### src/rtl/fetch_stage_ctrl_pkg.sv
// Shared types and defaults for the instruction-fetch control stage.
// Holds the FSM state encoding, reset PC, bubble instruction and word width.
package fetch_stage_ctrl_pkg;

  localparam int INSTR_W = 32;
  localparam logic [31:0] RESET_PC_DEFAULT = 32'h0040_0000;
  localparam logic [INSTR_W-1:0] NOP_INSTR_DEFAULT = 32'h0000_0000;

  typedef enum logic [1:0] {
    FETCH = 2'd0,
    HOLD  = 2'd1,
    DROP  = 2'd2
  } fetch_state_e;

endpackage

### src/rtl/fetch_stage_ctrl_if_id_reg.sv
// IF/ID pipeline register: {instr, pc4, valid} with load, hold and clear-to-bubble.
// Clear beats load so a flush always wins over a same-cycle capture.
module fetch_stage_ctrl_if_id_reg
  import fetch_stage_ctrl_pkg::*;
#(
  parameter int                 N         = 32,
  parameter logic [INSTR_W-1:0] NOP_INSTR = NOP_INSTR_DEFAULT
) (
  input  logic               clk,
  input  logic               reset,
  input  logic               load,
  input  logic               clear,
  input  logic [INSTR_W-1:0] d_instr,
  input  logic [N-1:0]       d_pc4,
  output logic [INSTR_W-1:0] instr,
  output logic [N-1:0]       pc4,
  output logic               valid
);

  localparam int W = INSTR_W + N + 1;

  logic [W-1:0] data_reg;

  always_ff @(posedge clk) begin
    if (reset || clear) begin
      data_reg <= {NOP_INSTR, {N{1'b0}}, 1'b0};
    end else if (load) begin
      data_reg <= {d_instr, d_pc4, 1'b1};
    end
  end

  assign {instr, pc4, valid} = data_reg;

endmodule

### src/rtl/fetch_stage_ctrl.sv
// Fetch control: next-PC mux, imem handshake, one-entry skid for ID stalls,
// and redirect handling that drops a response still in flight.
module fetch_stage_ctrl
  import fetch_stage_ctrl_pkg::*;
#(
  parameter int                 N         = 32,
  parameter logic [N-1:0]       RESET_PC  = N'(RESET_PC_DEFAULT),
  parameter logic [INSTR_W-1:0] NOP_INSTR = NOP_INSTR_DEFAULT
) (
  input  logic               clk,
  input  logic               reset,
  input  logic [N-1:0]       pc_value,
  output logic [N-1:0]       new_pc,
  output logic               imem_req,
  output logic [N-1:0]       imem_addr,
  input  logic               imem_ready,
  input  logic [INSTR_W-1:0] imem_rdata,
  input  logic               id_stall,
  input  logic               redirect_valid,
  input  logic [N-1:0]       redirect_pc,
  output logic [INSTR_W-1:0] if_id_instr,
  output logic [N-1:0]       if_id_pc4,
  output logic               if_id_valid
);

  fetch_state_e       state_reg, state_next;
  logic [INSTR_W-1:0] skid_instr_reg;
  logic [N-1:0]       skid_pc4_reg;
  logic [N-1:0]       req_addr_reg;
  logic [N-1:0]       pc_plus4;
  logic               ifid_load, ifid_clear, skid_load, req_addr_load;
  logic [INSTR_W-1:0] ifid_d_instr;
  logic [N-1:0]       ifid_d_pc4;

  assign pc_plus4 = pc_value + N'(4);

  always_comb begin
    state_next    = state_reg;
    new_pc        = pc_value;
    imem_req      = 1'b0;
    imem_addr     = pc_value;
    ifid_load     = 1'b0;
    ifid_clear    = 1'b0;
    ifid_d_instr  = imem_rdata;
    ifid_d_pc4    = pc_plus4;
    skid_load     = 1'b0;
    req_addr_load = 1'b0;

    case (state_reg)
      FETCH: begin
        imem_req = 1'b1;
        if (imem_ready) begin
          new_pc = pc_plus4;
          if (id_stall) begin
            skid_load  = 1'b1;
            state_next = HOLD;
          end else begin
            ifid_load = 1'b1;
          end
        end else begin
          req_addr_load = 1'b1;
          ifid_clear    = !id_stall;
        end
      end
      HOLD: begin
        ifid_d_instr = skid_instr_reg;
        ifid_d_pc4   = skid_pc4_reg;
        if (!id_stall) begin
          ifid_load  = 1'b1;
          state_next = FETCH;
        end
      end
      DROP: begin
        // Keep presenting the stale address until the memory answers it.
        imem_req   = 1'b1;
        imem_addr  = req_addr_reg;
        ifid_clear = !id_stall;
        if (imem_ready) state_next = FETCH;
      end
      default: state_next = FETCH;
    endcase

    // A flush overrides stalls and captures; an unanswered request must be dropped.
    if (redirect_valid) begin
      new_pc     = redirect_pc;
      ifid_clear = 1'b1;
      ifid_load  = 1'b0;
      skid_load  = 1'b0;
      state_next = ((state_reg == FETCH || state_reg == DROP) && !imem_ready) ? DROP : FETCH;
    end

    if (reset) begin
      imem_req = 1'b0;
      new_pc   = RESET_PC;
    end
  end

  always_ff @(posedge clk) begin
    if (reset) begin
      state_reg      <= FETCH;
      skid_instr_reg <= NOP_INSTR;
      skid_pc4_reg   <= '0;
      req_addr_reg   <= '0;
    end else begin
      state_reg <= state_next;
      if (skid_load) begin
        skid_instr_reg <= imem_rdata;
        skid_pc4_reg   <= pc_plus4;
      end
      if (req_addr_load) req_addr_reg <= pc_value;
    end
  end

  fetch_stage_ctrl_if_id_reg #(
    .N        (N),
    .NOP_INSTR(NOP_INSTR)
  ) u_if_id_reg (
    .clk    (clk),
    .reset  (reset),
    .load   (ifid_load),
    .clear  (ifid_clear),
    .d_instr(ifid_d_instr),
    .d_pc4  (ifid_d_pc4),
    .instr  (if_id_instr),
    .pc4    (if_id_pc4),
    .valid  (if_id_valid)
  );

endmodule

### config.mk
export PLATFORM = sky130hd
export DESIGN_NAME = fetch_stage_ctrl
export DESIGN_NICKNAME = d
export VERILOG_FILES = /design/src/rtl/fetch_stage_ctrl_pkg.sv /design/src/rtl/fetch_stage_ctrl_if_id_reg.sv /design/src/rtl/fetch_stage_ctrl.sv
export SDC_FILE = /design/constraint.sdc
export NUM_CORES = 1
export LEC_CHECK = 0
export ABC_AREA = 0
export ABC_CLOCK_PERIOD_IN_PS = 3000
export BUFFER_PORTS_ARGS = -buffer_cell sky130_fd_sc_hd__buf_4
export CAP_MARGIN = 10
export CORE_ASPECT_RATIO = 1.4
export CORE_MARGIN = 5
export CORE_UTILIZATION = 45
export CTS_BUF_LIST = sky130_fd_sc_hd__clkbuf_4 sky130_fd_sc_hd__clkbuf_8 sky130_fd_sc_hd__clkbuf_16
export DETAILED_ROUTE_END_ITERATION = 8
export PLACE_DENSITY_LB_ADDON = 0.12
export SYNTH_ARGS = -nofsm -noshare
export SYNTH_HDL_FRONTEND = slang
export SYNTH_SLANG_ARGS = --single-unit
### constraint.sdc
create_clock -name clk -period 3 [get_ports clk]
set_clock_uncertainty 0.1 [all_clocks]
set_input_delay 0.15 -clock clk [delete_from_list [all_inputs] [get_ports clk]]
set_output_delay 0.15 -clock clk [all_outputs]
set_load 0.005 [all_outputs]
Yosys cells after proc, flatten, opt, wreduce, memory -nomap -nowiden
Index checks and enable logic that the tools add are counted.
{ "totals": {"register_bits": 163, "inputBits": 101, "out_inout_bits": 130, "elab_cells": 49} }
{ "op_classes": {"addsub": 1, "eq_ne": 6, "mux": 29, "n_reduce_logical": 8} }
{ "ops": {"columns": ["operator", "n"], "rows": [
  ["$mux W32", 7],
  ["$add A32 B3 Y32 const B", 1],
  ["$mux W1", 13],
  ["$mux W2", 6],
  ["$ne A3 B3 Y1 const B", 4],
  ["$pmux W2 S3", 1],
  ["$pmux W1 S2", 2],
  ["$reduce_and A4 Y1", 1],
  ["$eq A2 B1 Y1 const B", 1],
  ["$eq A2 B2 Y1 const B", 1],
  ["$logic_not A1 Y1", 2],
  ["$logic_not A2 Y1", 1],
  ["$logic_or A1 B1 Y1", 2],
  ["$reduce_or A2 Y1", 1],
  ["$logic_and A1 B1 Y1", 1]
]} }

Depth between registers and ports, before layout
{ "logic_depth": {"word_depth": 5, "mapped_depth": 8, "mapped_depth_nobuf": 6} }

Hierarchy
A second synthesis with hierarchy kept.
{ "hier_totals": {"hier_cells": 1142, "hier_area_um2": 8827.2} }
{ "modules_own_cells": {"columns": ["module", "n_inst", "cells_each", "area_per_inst_um2", "seq_area_each_um2"], "rows": [
  ["fetch_stage_ctrl", 1, 932, 6487.5, 1961.9],
  ["fetch_stage_ctrl_if_id_reg", 1, 210, 2339.7, 1301.2]
]} }

Worst setup path before layout
No wires, ideal clock.
{ "synth_timing": {"kind": "register to output", "from": "reg state_reg[1]", "to": "out new_pc[28]", "arrival_ps": 1877, "required_time_ps": 2750, "path_slack_ps": 873, "path_stages_with_launch": 8, "path_buffers": 2, "path_cell_list": "dfxtp_1 -> buf_6 -> or3b_1 -> buf_2 -> or3_1 -> nor4_2 -> xnor2_1 -> a211oi_1"} }
{ "synth_via": {"elab_chain_len": 4} }
{ "synth_lines": {"columns": ["element", "line_no", "source"], "rows": [
  ["start: declaration", "fetch_stage_ctrl.sv:26", "fetch_state_e state_reg, state_next;"],
  ["start signal: assignment", "fetch_stage_ctrl.sv:105", "state_reg <= state_next;"],
  ["$logic_not A2 Y1", "fetch_stage_ctrl.sv:49", "case (state_reg)"],
  ["$mux W32", "fetch_stage_ctrl.sv:49", null],
  ["$mux W32", "fetch_stage_ctrl.sv:84", "if (redirect_valid) begin"],
  ["$mux W32", "fetch_stage_ctrl.sv:92", "if (reset) begin"],
  ["end: declaration", "fetch_stage_ctrl.sv:13", "output logic [N-1:0] new_pc,"]
]} }
No other way between the ends.

Worst setup path after layout
{ "layout_timing": {"from": "in pc_value[4]", "to": "out new_pc[21]"} }
{ "layout_via": {"elab_chain_len": 5} }
{ "layout_lines": {"columns": ["element", "line_no", "source"], "rows": [
  ["start: declaration", "fetch_stage_ctrl.sv:12", "input logic [N-1:0] pc_value,"],
  ["$add A32 B3 Y32", "fetch_stage_ctrl.sv:35", "assign pc_plus4 = pc_value + N'(4);"],
  ["$mux W32", "fetch_stage_ctrl.sv:52", "if (imem_ready) begin"],
  ["$mux W32", "fetch_stage_ctrl.sv:49", null],
  ["$mux W32", "fetch_stage_ctrl.sv:84", null],
  ["$mux W32", "fetch_stage_ctrl.sv:92", null]
]} }
No other way between the ends.

==> summary.txt <==
status: finished, final reports clean
DRT Wirelength: 24.8 mm
Max-slew headroom: 0.541
Synthesized Nets: 1156
Row Count: 58
worst vdd ir: 326 uV
CP most frequent cell: buf_4
Largest stage delay, worst path: 0.58 ns
initial core utilization: 0.457
crit-path cells: dlygate4sd3_1 -> buf_4 -> nand3_2 -> or4_4 -> buf_12 -> or3_1 -> a311oi_1 -> buf_4
fin crit period: 2.85 ns
DRT iter0 DRCs: 485
Worst Setup SP: pc_value[4]
drt first pass iters: 5
Pwr Density: 477 nW/um^2
vias in the first global route: 7713
Ant. Diodes: 0
layout cells sized above 1: 0.260
largest net degree at the start of global routing: 92
post-route ant nets: 0
number of synthesized flops with an enable pin: 0
Fin Setup TNS: 0 ns
worst hold path type: input port to flip-flop
Die Footprint: 21000 sq um
global-route wire length before repair: 39.4 mm
die width: 124 um
Placer Congestion: 0.865
Synth Cell Area: 8190 sq um
Tot Pwr: 5.37 mW
post-synthesis register bit count: 163
DR WL/cell: 16.2 um
area grow syn2layout: 37.5%
Worst EP required: 2.75 ns
crit path max fanout: 12
final hold violation count: 0
RSZ-0062 raised after global routing: no
Root Buffer: clkbuf_16
initial antenna violation count: 0
slowest CP cell: or4_4
maximum buffer depth of the clock tree: 2
H-tree depth: 4
worst skew pair latency: 0.42 ns
Num CTS Buffers: 17
CTS tree: yes
predominant post-synthesis flop cell: dfxtp_1
Residual DRC: 0
hold path start: reset
I/O pins: 231
GRT Util Overall: 0.232
critical path class: input port to output port
CTS sink cnt: 163
Synth Area per Inst: 7.77 sq um
worst slew pin tran: 0.688 ns
distinct cell type count after synthesis: 51
total core area: 17900 sq um
R2R Path Start: state_reg[0]$_SDFFE_PP0P_
YS warnings: 0
Slew Viols, Final: 0
Nets: 1384
via count: 8140
Post-DP HPWL: 16.6 mm
Final setup violation count: 0
Via density: 5.31
sequential area share after synthesis: 0.398
max reg flops: 65
Leak: 4.41 nW
port bufs: 230
CP Data Arrival Time: 2.60 ns
FFs w/ async S/R, synth: 0
hold_ws: 0.0710 ns
die span in y: 170 um
clock-pin slew on the worst setup and hold paths: 0.07 ns
period utilization: 0.949
Core Util, Final: 0.628
grt ovf: 0
Cells after Synth: 1054
fmax: 351 MHz
Startpoint Class: input port
maxcap violations: 0
Critical Path End Type: output port
==> Yosys cell counts (10+ instances only) <==
| library cell | instances | area share |
|---|---|---|
| o21ai_0 | 10 | 0.0061 |
| a211oi_1 | 49 | 0.045 |
| buf_2 | 14 | 0.0086 |
| clkbuf_1 | 68 | 0.031 |
| nand4_1 | 11 | 0.0084 |
| nor4_1 | 15 | 0.011 |
| buf_1 | 12 | 0.0055 |
| mux2_2 | 32 | 0.044 |
| a21oi_1 | 97 | 0.059 |
| nand2_1 | 236 | 0.11 |
| xnor2_1 | 47 | 0.050 |
| a311oi_1 | 36 | 0.038 |
| nor3_1 | 22 | 0.013 |
| o22ai_1 | 16 | 0.012 |
| nor2_1 | 114 | 0.052 |
| and3_1 | 20 | 0.015 |
| dfxtp_1 | 163 | 0.40 |
| nand3_1 | 13 | 0.0079 |
==> cell families after synthesis <==
logic type,count (synthesis),share of synthesized area
compound gates,224,0.178
xor+xnor,55,0.0588
fa+ha+maj,1,0.00153
buf+inv,117,0.0663
flops,163,0.398
mux,36,0.0489
simple gates,458,0.248
==> cells in the final DEF (no fill, tap or decap), drive strengths merged, types with 2 or more instances in the layout <==
cell type | synthesis | final
a21oi | 97 | 97
o21ai | 10 | 10
or3 | 5 | 5
clkbuf | 72 | 20
a32oi | 3 | 3
a22o | 4 | 4
mux2 | 32 | 32
and4 | 3 | 3
nand2b | 3 | 3
dlygate4sd3 | 0 | 66
nor3 | 23 | 23
xnor2 | 47 | 47
o22ai | 16 | 16
dfxtp | 163 | 163
buf | 37 | 252
or4 | 2 | 2
nand4 | 12 | 12
nand2 | 236 | 236
inv | 8 | 11
a311oi | 36 | 36
and3 | 20 | 20
a211oi | 51 | 51
clkinvlp | 0 | 4
bufinv | 0 | 3
nor4 | 19 | 19
o21a | 3 | 3
mux2i | 4 | 4
nand3 | 13 | 13
nor2 | 115 | 115
xor2 | 8 | 8
nor2b | 2 | 2
==> repair_timing <==
action / in CTS / in global routing
hold buffers: 66 / 0
resized for setup: 0 / 5
endpoints found under the setup margin: 0 / 5
buffers inserted: 0 / 3
endpoints found under the hold margin: 102 / 0
==> worst max-delay path: cells and delay by family <==
family / cells / cell delay (ns)
compound gates: 1 / 0.28
buf+inv: 4 / 1.06
simple gates: 3 / 1.09
==> layout make-up <==
class / instances / area (sq um)
tap: 240 / 300
clock buffer: 20 / 460
multi-input combinational: 774 / 4460
timing repair buffer: 318 / 2590
fill: 1620 / 6670
sequential: 163 / 3260
clock inverter: 11 / 151
inverter: 8 / 30.0
==> path summary, 6_finish.rpt <==
| kind | to | slack (ns) | cells past startpoint |
|---|---|---|---|
| setup reg to reg | u_if_id_reg.data_reg[19]$_SDFFE_PP0P_ | 0.43 | 5 |
| hold reg to reg | skid_instr_reg[18]$_SDFFE_PP0P_ | 0.35 | 2 |
| setup / recovery | new_pc[21] | 0.15 | 8 |
| hold / removal | skid_instr_reg[23]$_SDFFE_PP0P_ | 0.07 | 2 |
==> power breakdown <==
group / switching, mW / total (mW) / leakage, nW / internal [mW]
Combinational: 0.424 / 0.827 / 2.79 / 0.403
Clock: 0.898 / 2.26 / 0.289 / 1.37
Sequential: 0.0388 / 2.28 / 1.33 / 2.24
Total: 1.36 / 5.37 / 4.41 / 4.01
==> stage by stage <==
stage	setup slack, ns	std cells	area [sq um]
after floorplan	0.873	1054	8190
after global placement	0.535	1434	9930
after detailed placement	0.477	1434	9930
after CTS	0.0456	1531	11200
after global routing	0.0655	1534	11300
final	0.153	1534	11300
==> layer usage <==
layer  part of all wire  wire, um  vias to the layer above  track usage
met5                  0         0                        -            0
met4              0.022       548                        0       0.0767
met3              0.064      1590                       34       0.0423
met2               0.49     12300                      268        0.405
met1               0.42     10400                     3731        0.286
li1                   -         -                     4107            -
Power figures use the tool's default switching activity.
